## config.mk

```make
export PLATFORM = sky130hd
export DESIGN_NAME = step_move_scheduler
export DESIGN_NICKNAME = d
export VERILOG_FILES = /design/src/rtl/stepper_pkg.sv /design/src/rtl/step_move_scheduler_cmd_fifo.sv /design/src/rtl/step_move_scheduler.sv
export SDC_FILE = /design/constraint.sdc
export NUM_CORES = 1
export LEC_CHECK = 0
export CORE_ASPECT_RATIO = 0.5
export CORE_MARGIN = 3
export CORE_UTILIZATION = 30
export DETAILED_ROUTE_END_ITERATION = 10
export GPL_ROUTABILITY_DRIVEN = 0
export GPL_TIMING_DRIVEN = 0
export PLACE_DENSITY = 0.5
export SYNTH_ARGS = -nofsm -noshare
export SYNTH_HDL_FRONTEND = slang
export SYNTH_SLANG_ARGS = --single-unit
```

## constraint.sdc

```tcl
create_clock -name i_clk -period 4 [get_ports i_clk]
set_clock_uncertainty 0.05 [all_clocks]
set_input_delay 1 -clock i_clk [delete_from_list [all_inputs] [get_ports i_clk]]
set_output_delay 1 -clock i_clk [all_outputs]
set_load 0.05 [all_outputs]
```

## src/rtl/stepper_pkg.sv

```systemverilog
// Shared definitions for the stepper move scheduler: executor states, command layout
// and default step counts per quarter turn.
package stepper_pkg;

    typedef enum logic [2:0] {
        ST_IDLE,
        ST_LOAD,
        ST_SETTLE,
        ST_RUN,
        ST_DONE
    } state_t;

    localparam int CMD_W        = 5;
    localparam int CMD_Q_LSB    = 0;
    localparam int CMD_Q_W      = 3;
    localparam int CMD_HALF_BIT = 3;
    localparam int CMD_DIR_BIT  = 4;

    localparam int STEPS_FULL_DEFAULT = 50;
    localparam int STEPS_HALF_DEFAULT = 100;

    // Field order matches CMD_DIR_BIT / CMD_HALF_BIT / CMD_Q_LSB above
    typedef struct packed {
        logic                dir;
        logic                half;
        logic [CMD_Q_W-1:0]  quarters;
    } cmd_t;

endpackage

```

## src/rtl/step_move_scheduler_cmd_fifo.sv

```systemverilog
// cmd_fifo: small synchronous command FIFO with push, pop, occupancy and flush.
// Flush has priority over a simultaneous push or pop.
module cmd_fifo #(
    parameter int W     = 5,
    parameter int DEPTH = 4
) (
    input  logic                   i_clk,
    input  logic                   i_rst,
    input  logic                   i_flush,
    input  logic                   i_push,
    input  logic [W-1:0]           i_wdata,
    input  logic                   i_pop,
    output logic [W-1:0]           o_rdata,
    output logic [$clog2(DEPTH):0] o_level
);
    localparam int AW = $clog2(DEPTH);

    logic [W-1:0]  r_mem [DEPTH];
    logic [AW-1:0] r_wptr;
    logic [AW-1:0] r_rptr;
    logic [AW:0]   r_level;
    logic          w_do_push;
    logic          w_do_pop;

    assign w_do_push = i_push && (r_level != (AW+1)'(DEPTH));
    assign w_do_pop  = i_pop && (r_level != '0);

    always_ff @(posedge i_clk) begin
        if (i_rst || i_flush) begin
            r_wptr  <= '0;
            r_rptr  <= '0;
            r_level <= '0;
        end else begin
            if (w_do_push) r_wptr <= r_wptr + 1'b1;
            if (w_do_pop)  r_rptr <= r_rptr + 1'b1;
            case ({w_do_push, w_do_pop})
                2'b10:   r_level <= r_level + 1'b1;
                2'b01:   r_level <= r_level - 1'b1;
                default: r_level <= r_level;
            endcase
        end
    end

    always_ff @(posedge i_clk) begin
        if (w_do_push) r_mem[r_wptr] <= i_wdata;
    end

    assign o_rdata = r_mem[r_rptr];
    assign o_level = r_level;

endmodule

```

## src/rtl/step_move_scheduler.sv

```systemverilog
// step_move_scheduler: round-robin arbitration of two move requesters into a command FIFO,
// and an executor that gates step_tick into counted bursts. Optional macro: SOFT_STOP_EN.
module step_move_scheduler
    import stepper_pkg::*;
#(
    parameter int STEPS_FULL = STEPS_FULL_DEFAULT,
    parameter int STEPS_HALF = STEPS_HALF_DEFAULT,
    parameter int DEPTH      = 4,
    parameter int SETTLE_CYC = 8
) (
    input  logic                   i_clk,
    input  logic                   i_rst,
    input  logic                   i_step_tick,
    input  logic                   i_req_a,
    input  logic [CMD_W-1:0]       i_cmd_a,
    output logic                   o_ack_a,
    input  logic                   i_req_b,
    input  logic [CMD_W-1:0]       i_cmd_b,
    output logic                   o_ack_b,
`ifdef SOFT_STOP_EN
    input  logic                   i_stop,
    output logic                   o_aborted,
`endif
    output logic                   o_step_out,
    output logic                   o_dir_out,
    output logic                   o_half_out,
    output logic                   o_busy,
    output logic                   o_done,
    output logic                   o_rej,
    output logic [$clog2(DEPTH):0] o_level
);
    localparam int LVL_W = $clog2(DEPTH) + 1;
    localparam int REM_W = $clog2(7 * STEPS_HALF + 1);
    localparam int SC_W  = $clog2(SETTLE_CYC) + 1;

    function automatic logic [REM_W-1:0] move_steps(input cmd_t c);
        logic [REM_W-1:0] per_q;
        per_q = c.half ? REM_W'(STEPS_HALF) : REM_W'(STEPS_FULL);
        return REM_W'(c.quarters) * per_q;
    endfunction

    state_t           r_state;
    state_t           w_state_nx;
    logic             r_rr_b;
    logic             r_acked_a;
    logic             r_acked_b;
    logic             r_dir;
    logic             r_half;
    cmd_t             r_cur;
    logic [REM_W-1:0] r_remaining;
    logic [SC_W-1:0]  r_settle_cnt;

    cmd_t             w_cmd_a;
    cmd_t             w_cmd_b;
    cmd_t             w_gnt_cmd;
    logic [CMD_W-1:0] w_fifo_rdata;
    logic [LVL_W-1:0] w_level;
    logic             w_space;
    logic             w_elig_a;
    logic             w_elig_b;
    logic             w_gnt_a;
    logic             w_gnt_b;
    logic             w_rej;
    logic             w_push;
    logic             w_pop;
    logic             w_stop;
    logic             w_active;

`ifdef SOFT_STOP_EN
    assign w_stop = i_stop;
`else
    assign w_stop = 1'b0;
`endif

    assign w_cmd_a = cmd_t'(i_cmd_a);
    assign w_cmd_b = cmd_t'(i_cmd_b);

    // Arbiter: a requester acked last cycle is masked so its req may still be high one cycle
    assign w_space  = (w_level < LVL_W'(DEPTH));
    assign w_elig_a = i_req_a && !r_acked_a && w_space && !i_rst;
    assign w_elig_b = i_req_b && !r_acked_b && w_space && !i_rst;
    assign w_gnt_a  = w_elig_a && (!w_elig_b || !r_rr_b);
    assign w_gnt_b  = w_elig_b && (!w_elig_a || r_rr_b);

    assign w_gnt_cmd = w_gnt_a ? w_cmd_a : w_cmd_b;
    assign w_rej     = (w_gnt_a || w_gnt_b) && (w_gnt_cmd.quarters == '0);
    assign w_push    = (w_gnt_a || w_gnt_b) && !w_rej;

    cmd_fifo #(
        .W     (CMD_W),
        .DEPTH (DEPTH)
    ) u_fifo (
        .i_clk   (i_clk),
        .i_rst   (i_rst),
        .i_flush (w_stop),
        .i_push  (w_push),
        .i_wdata (CMD_W'(w_gnt_cmd)),
        .i_pop   (w_pop),
        .o_rdata (w_fifo_rdata),
        .o_level (w_level)
    );

    assign w_active = (r_state == ST_LOAD) || (r_state == ST_SETTLE) || (r_state == ST_RUN);

    always_comb begin
        w_state_nx = r_state;
        w_pop      = 1'b0;
        case (r_state)
            ST_IDLE: begin
                if ((w_level != '0) && !w_stop) begin
                    w_pop      = 1'b1;
                    w_state_nx = ST_LOAD;
                end
            end
            ST_LOAD:   w_state_nx = ST_SETTLE;
            ST_SETTLE: if (r_settle_cnt == '0) w_state_nx = ST_RUN;
            ST_RUN:    if (i_step_tick && (r_remaining == REM_W'(1))) w_state_nx = ST_DONE;
            ST_DONE:   w_state_nx = ST_IDLE;
            default:   w_state_nx = ST_IDLE;
        endcase
        if (w_stop && w_active) w_state_nx = ST_IDLE;
    end

    always_ff @(posedge i_clk) begin
        if (i_rst) begin
            r_state   <= ST_IDLE;
            r_rr_b    <= 1'b0;
            r_acked_a <= 1'b0;
            r_acked_b <= 1'b0;
            r_dir     <= 1'b0;
            r_half    <= 1'b0;
        end else begin
            r_state   <= w_state_nx;
            r_acked_a <= w_gnt_a;
            r_acked_b <= w_gnt_b;
            if (w_gnt_a)      r_rr_b <= 1'b1;
            else if (w_gnt_b) r_rr_b <= 1'b0;
            if (r_state == ST_LOAD) begin
                r_dir  <= r_cur.dir;
                r_half <= r_cur.half;
            end
        end
    end

    // Move datapath: popped command, step budget and settle countdown
    always_ff @(posedge i_clk) begin
        if (w_pop) r_cur <= cmd_t'(w_fifo_rdata);
        case (r_state)
            ST_LOAD: begin
                r_remaining  <= move_steps(r_cur);
                r_settle_cnt <= SC_W'(SETTLE_CYC - 1);
            end
            ST_SETTLE: r_settle_cnt <= r_settle_cnt - 1'b1;
            ST_RUN:    if (i_step_tick) r_remaining <= r_remaining - 1'b1;
            default: ;
        endcase
    end

    assign o_ack_a    = w_gnt_a;
    assign o_ack_b    = w_gnt_b;
    assign o_rej      = w_rej;
    assign o_step_out = i_step_tick && (r_state == ST_RUN) && !i_rst && !w_stop;
    assign o_dir_out  = r_dir;
    assign o_half_out = r_half;
    assign o_busy     = (r_state != ST_IDLE);
    assign o_done     = (r_state == ST_DONE) && !i_rst;
    assign o_level    = w_level;
`ifdef SOFT_STOP_EN
    assign o_aborted  = w_stop && w_active && !i_rst;
`endif

endmodule

```

======== Yosys cells after proc, flatten, opt, wreduce, memory -nomap -nowiden ========
Memory sizes are Yosys's and may differ from the RTL's. A register that Yosys moved wholly into a read port is not among the register bits.
Index checks and enable logic that the tools add are counted.
operators by class
  order comparisons ....................... 1
  muxes and demuxes ....................... 16
  multiply operators ...................... 1
  reductions and logical operators ........ 37
  equality and inequality tests ........... 12
  add/sub/neg operators ................... 6
operator list
  operator                 count
  $pmux W10 S2             1
  $logic_and A1 B1 Y1      16
  $pmux W3 S4              1
  $eq A10 B1 Y1 const B    1
  $mul A3 B7 Y10           1
  $mux W10                 1
  $sub A10 B1 Y10 const B  1
  $mux W3                  3
  $pmux W4 S2              1
  $reduce_bool A2 Y1       4
  $logic_not A1 Y1         7
  $mux W7                  1
  $eq A3 B2 Y1 const B     2
  $logic_not A3 Y1         2
  $mux W1                  6
  $pmux W3 S2              1
  $reduce_bool A3 Y1       2
  $mux W5                  1
  $add A2 B1 Y2 const B    2
  $logic_not A4 Y1         1
  $ne A2 B1 Y1 const B     2
  $ne A2 B2 Y1 const B     2
  $sub A4 B1 Y4 const B    1
  $add A3 B1 Y3 const B    1
  10 further kinds         12
storage, ports and cells
  input port bits ......................... 15
  memories kept ........................... 1
  bits in writable memories ............... 20
  logic and storage cells ................. 85
  flip-flop bits (word level) ............. 29
  output and inout port bits .............. 11
memories
  name          depth  width  read ports  clocked after memory_dff  write ports  RTL line                            text
  u_fifo.r_mem  4      5      1           1                         1            step_move_scheduler_cmd_fifo.sv:18  logic [W-1:0] r_mem [DEPTH];

======== Logic depth before layout (Yosys ltp) ========
  depth after elaboration ................. 15
  mapped depth ............................ 9
  gate-level depth less buffers ........... 9

======== Modules after synthesis ========
Synthesis repeated with hierarchy kept, for this count alone.
second synthesis, totals
  cell total of the unflattened synthesis .. 250
  area, all modules ....................... 2925.3 µm²
modules (own cells, without submodules)
  module               instances  cells an instance  area each (µm²)  seq. area each (µm²)
  step_move_scheduler  1          171                1735.4           730.7
  cmd_fifo             1          79                 1189.9           780.7

======== Least setup slack after synthesis ========
Ideal clock, no wire load.
  kind .................................... in2out
  start ................................... in i_rst
  end ..................................... out o_done
  setup slack ............................. 0.133 ns
  required time ........................... 2.950 ns
  stages on the path ...................... 2
  path buffers ............................ 1
  arrival time ............................ 2.817 ns
  path through ............................ clkbuf_1 -> nor4b_1
between the ends
  word-level cells in the longest chain between the ends .. 2
RTL lines
  what                 RTL line                    text
  from (decl)          step_move_scheduler.sv:12   input logic i_rst,
  $logic_not A1 Y1     step_move_scheduler.sv:166  assign o_done = (r_state == ST_DONE) && !i_rst;
  $logic_and A1 B1 Y1  step_move_scheduler.sv:166
  to (decl)            step_move_scheduler.sv:28   output logic o_done,
Every way passes these cells.

======== Final worst setup path ========
  start ................................... in i_rst
  end ..................................... out o_step_out
between the ends
  word-level cells in the longest chain between the ends .. 2
RTL lines
  what                 RTL line                    text
  $logic_not A1 Y1     step_move_scheduler.sv:162  assign o_step_out = i_step_tick && (r_state == ST_RUN) && !i_rst && !w_stop;
  $logic_and A1 B1 Y1  step_move_scheduler.sv:162
  to (decl)            step_move_scheduler.sv:24   output logic o_step_out,
Every way passes these cells.

==> impl_metrics.yaml <==
run_status:
  status: "complete, no violations"
sta:
  finalSetupTns_ps: 0
  setup_viol: 0
  fmax_ghz: 0.260
  finalCriticalPeriod_ps: 3840
  hold_viol_final: 0
  max_slew_margin_pct: 33.9
  rsz0062_at_grt: "no"
  period_share_pct: 96.1
  drv_slew: 0
  worstMarginPinSlew_ps: 992
setup_path:
  critPathKind: "in -> out"
  cp.arrival_ps: 2790
  rr_worst_depth: 9
  cp_common_cell: "clkbuf_2"
  slowest_stage: "dlygate4sd2_1"
  rr_endpoint: "u_fifo.o_level[2]$_SDFFE_PP0P_"
  r2r_slack_ps: 1080
  start_kind: "input pin"
  max_stage_delay_ps: 550
  critical_path_required_ps: 2950
  worstPathMaxFanout: 10
  critPathCaptureType: "output pin"
  r2r_start: "r_state[0]$_SDFFE_PP0P_"
  worstPathCellList: "clkdlybuf4s50_1 -> clkbuf_2 -> clkbuf_2 -> nor3_1 -> dlygate4sd2_1"
global_routing:
  grt_pass1_wl_um: 9940
  grt_max_degree: 20
  track_usage_pct: 10.9
  grt_overflow_total: 0
  first_global_vias: 2054
  antenna_found_initial: 0
yosys:
  synth_most_common_cell: "edfxtp_1"
  synth_cell_type_count: 58
  synth_xor_xnor_area_share_pct: 4.11
  synth_edf_count: 39
  ys_async_sr_fraction_pct: 0
  ys.flop_type: "edfxtp_1"
  yosys-top-cells-area: "edfxtp_1 39%, dfxtp_1 10%, ha_1 6.7%"
  synthDominantCellAreaShare_pct: 39.2
  ys_seq_elements: 54
  syn_avg_cell_area_sq_um: 11.4
  synth_top_family_by_area: "simple AND/OR/NAND/NOR gates"
  synth_fa_ha_area_share_pct: 8.71
  seq_area_frac_synth_pct: 49.3
  synth_common_cells: "39 x edfxtp_1, 24 x nor2_1, 20 x nand2_1"
  synth_compound_area_share_pct: 10.4
  synth-simple-area-share_pct: 18.2
  yosys.area.top_type: "edfxtp_1"
  synthCells: 261
  yosysWarnings: 0
  syn-cell-area_sq_mm: 0.00299
  synth_mux_area_share_pct: 6.37
power_and_ir_drop:
  power.leakage_nw: 1.31
  power.total_mw: 2.47
  irDropWorstVdd_v: 0.000213
  power.density_mw_per_mm2: 689
clocking:
  ctsRootBufferMaster: "clkbuf_16"
  htreeDepth: 2
  ctsHoldBuffers: 0
  cts.clk_slew.worst_paths_ps: 70
  cts_buffer_depth: 2
  cts_buffers: 5
  clock_sinks: 54
  cts_tree: "done"
  clock_latency_ps: 290
min_path:
  min_path_cells: 2
  min_path_type: "reg -> reg"
  whs_endpoint: "o_half_out$_SDFFE_PP0P_"
  min-delay-start: "o_half_out$_SDFFE_PP0P_"
final_layout:
  final_nets: 331
  area_growth_pct: 20.1
  drive_above_1_share_pct: 12.1
  insertedDiodeCount: 0
  design_area_sq_mm: 0.00359
placement:
  dpl_cell_area_sq_mm: 0.00342
  portBuffers: 25
  hpwl_um: 4490
route:
  ant_nets: 0
  wl_met2_um: 2700
  via_count: 2037
  wl_um: 5830
  dr.pass1.iters: 4
  met3RoutedLength_um: 181
  drc_errors: 0
  avgViaCountPerCell: 4.70
  wl_met1_um: 2850
  wl_per_cell_um: 13.5
  top_layer: "met4"
  first_iter_violations: 109
floorplan:
  dieHeight_um: 76.6
  core_sq_mm: 0.00957
  die_w_um: 147
  row_count: 25
  ios: 26
  start_util_pct: 31.2
  dieArea_sq_mm: 0.0113
flow_run:
  max_cap_violations: 0
[cells by family (layout without fill, tap and decap cells)]
kind of cell,after synthesis,after routing
compound gates,46,46
xor+xnor,14,14
fa+ha+maj,19,19
buf+inv,21,55
flops,54,54
mux,11,11
other cells,1,4
simple gates,95,95
[layout make-up]
class | instances | area (sq um)
Clock inverter | 3 | 28.8
Buffer | 9 | 40.0
Inverter | 12 | 45.0
Sequential cell | 54 | 1470
Clock buffer | 5 | 125
Tap cell | 135 | 169
Timing Repair Buffer | 26 | 254
Multi-Input combinational cell | 189 | 1450
Fill cell | 952 | 5990
[stage by stage]
stage	setup slack (ps)	hold WS [ps]	util, %	cells
6_report	157	435	37.5	433
5_1_grt	63.2	479	37.5	433
4_1_cts	37.8	441	37.4	433
3_5_place_dp	-390	429	35.7	424
3_3_place_gp	-352	405	35.7	424
2_1_floorplan	133	387	-	264
[metal layers]
metal / GRT usage [%] / vias to the layer above
met5: 0 / -
met3: 2.97 / 10
met4: 3.44 / 0
li1: - / 1034
met1: 14.5 / 958
met2: 17.5 / 35
[placed cells by master (no fill, tap or decap), types with 4 or more instances in the layout]
master           Yosys  layout
a21oi_1              7       7
and2_1               5       5
a211oi_1             8       8
dlygate4sd2_1        0       4
xnor2_1              6       6
o21ai_0             10      10
clkbuf_16            0       5
inv_1               11      11
nand2_1             20      20
clkbuf_1             6       4
nor3_1              11      11
ha_1                16      16
conb_1               1       4
edfxtp_1            39      39
nand2b_1             4       4
xor2_1               8       8
nor2b_1              6       6
mux4_2               5       5
dfxtp_1             15      15
nor2_1              24      24
clkdlybuf4s50_1      0      20
[report_power, final]
part / internal [mW] / switching (mW) / total, mW
clock: 0.240 / 0.209 / 0.449
combinational: 0.480 / 0.612 / 1.09
sequential: 0.812 / 0.118 / 0.929
total: 1.53 / 0.938 / 2.47
[registers in the layout, summed over array words and instances, names as in the netlist]
signal,count
o_dir_out,1
o_half_out,1
r_acked_a,1
r_acked_b,1
r_cur,5
r_remaining,10
r_rr_b,1
r_settle_cnt,4
r_state,3
u_fifo.o_level,3
u_fifo.r_mem,20
u_fifo.r_rptr,2
u_fifo.r_wptr,2
[critical path, delay by kind of cell]
kind / cells / cell delay [ps]
buf+inv: 4 / 1550
simple gates: 1 / 230
[worst max-delay path by stage]
stage                     slack, ps  startpoint  cells past startpoint          to
after global placement         -350       i_rst                      6       o_rej
after detailed placement       -390       i_rst                      6       o_rej
after floorplan                 130       i_rst                      2      o_done
after global routing             60       i_rst                      5  o_step_out
final                           160       i_rst                      5  o_step_out
after CTS                        40       i_rst                      6       o_rej
[timing repair]
action | 4_1_cts | 5_1_grt
setup buffers | 1 | 0
pin swaps | 1 | 0
endpoints found under the setup margin | 5 | 2
resized for setup | 8 | 3
(Power assumes the default switching activity.)
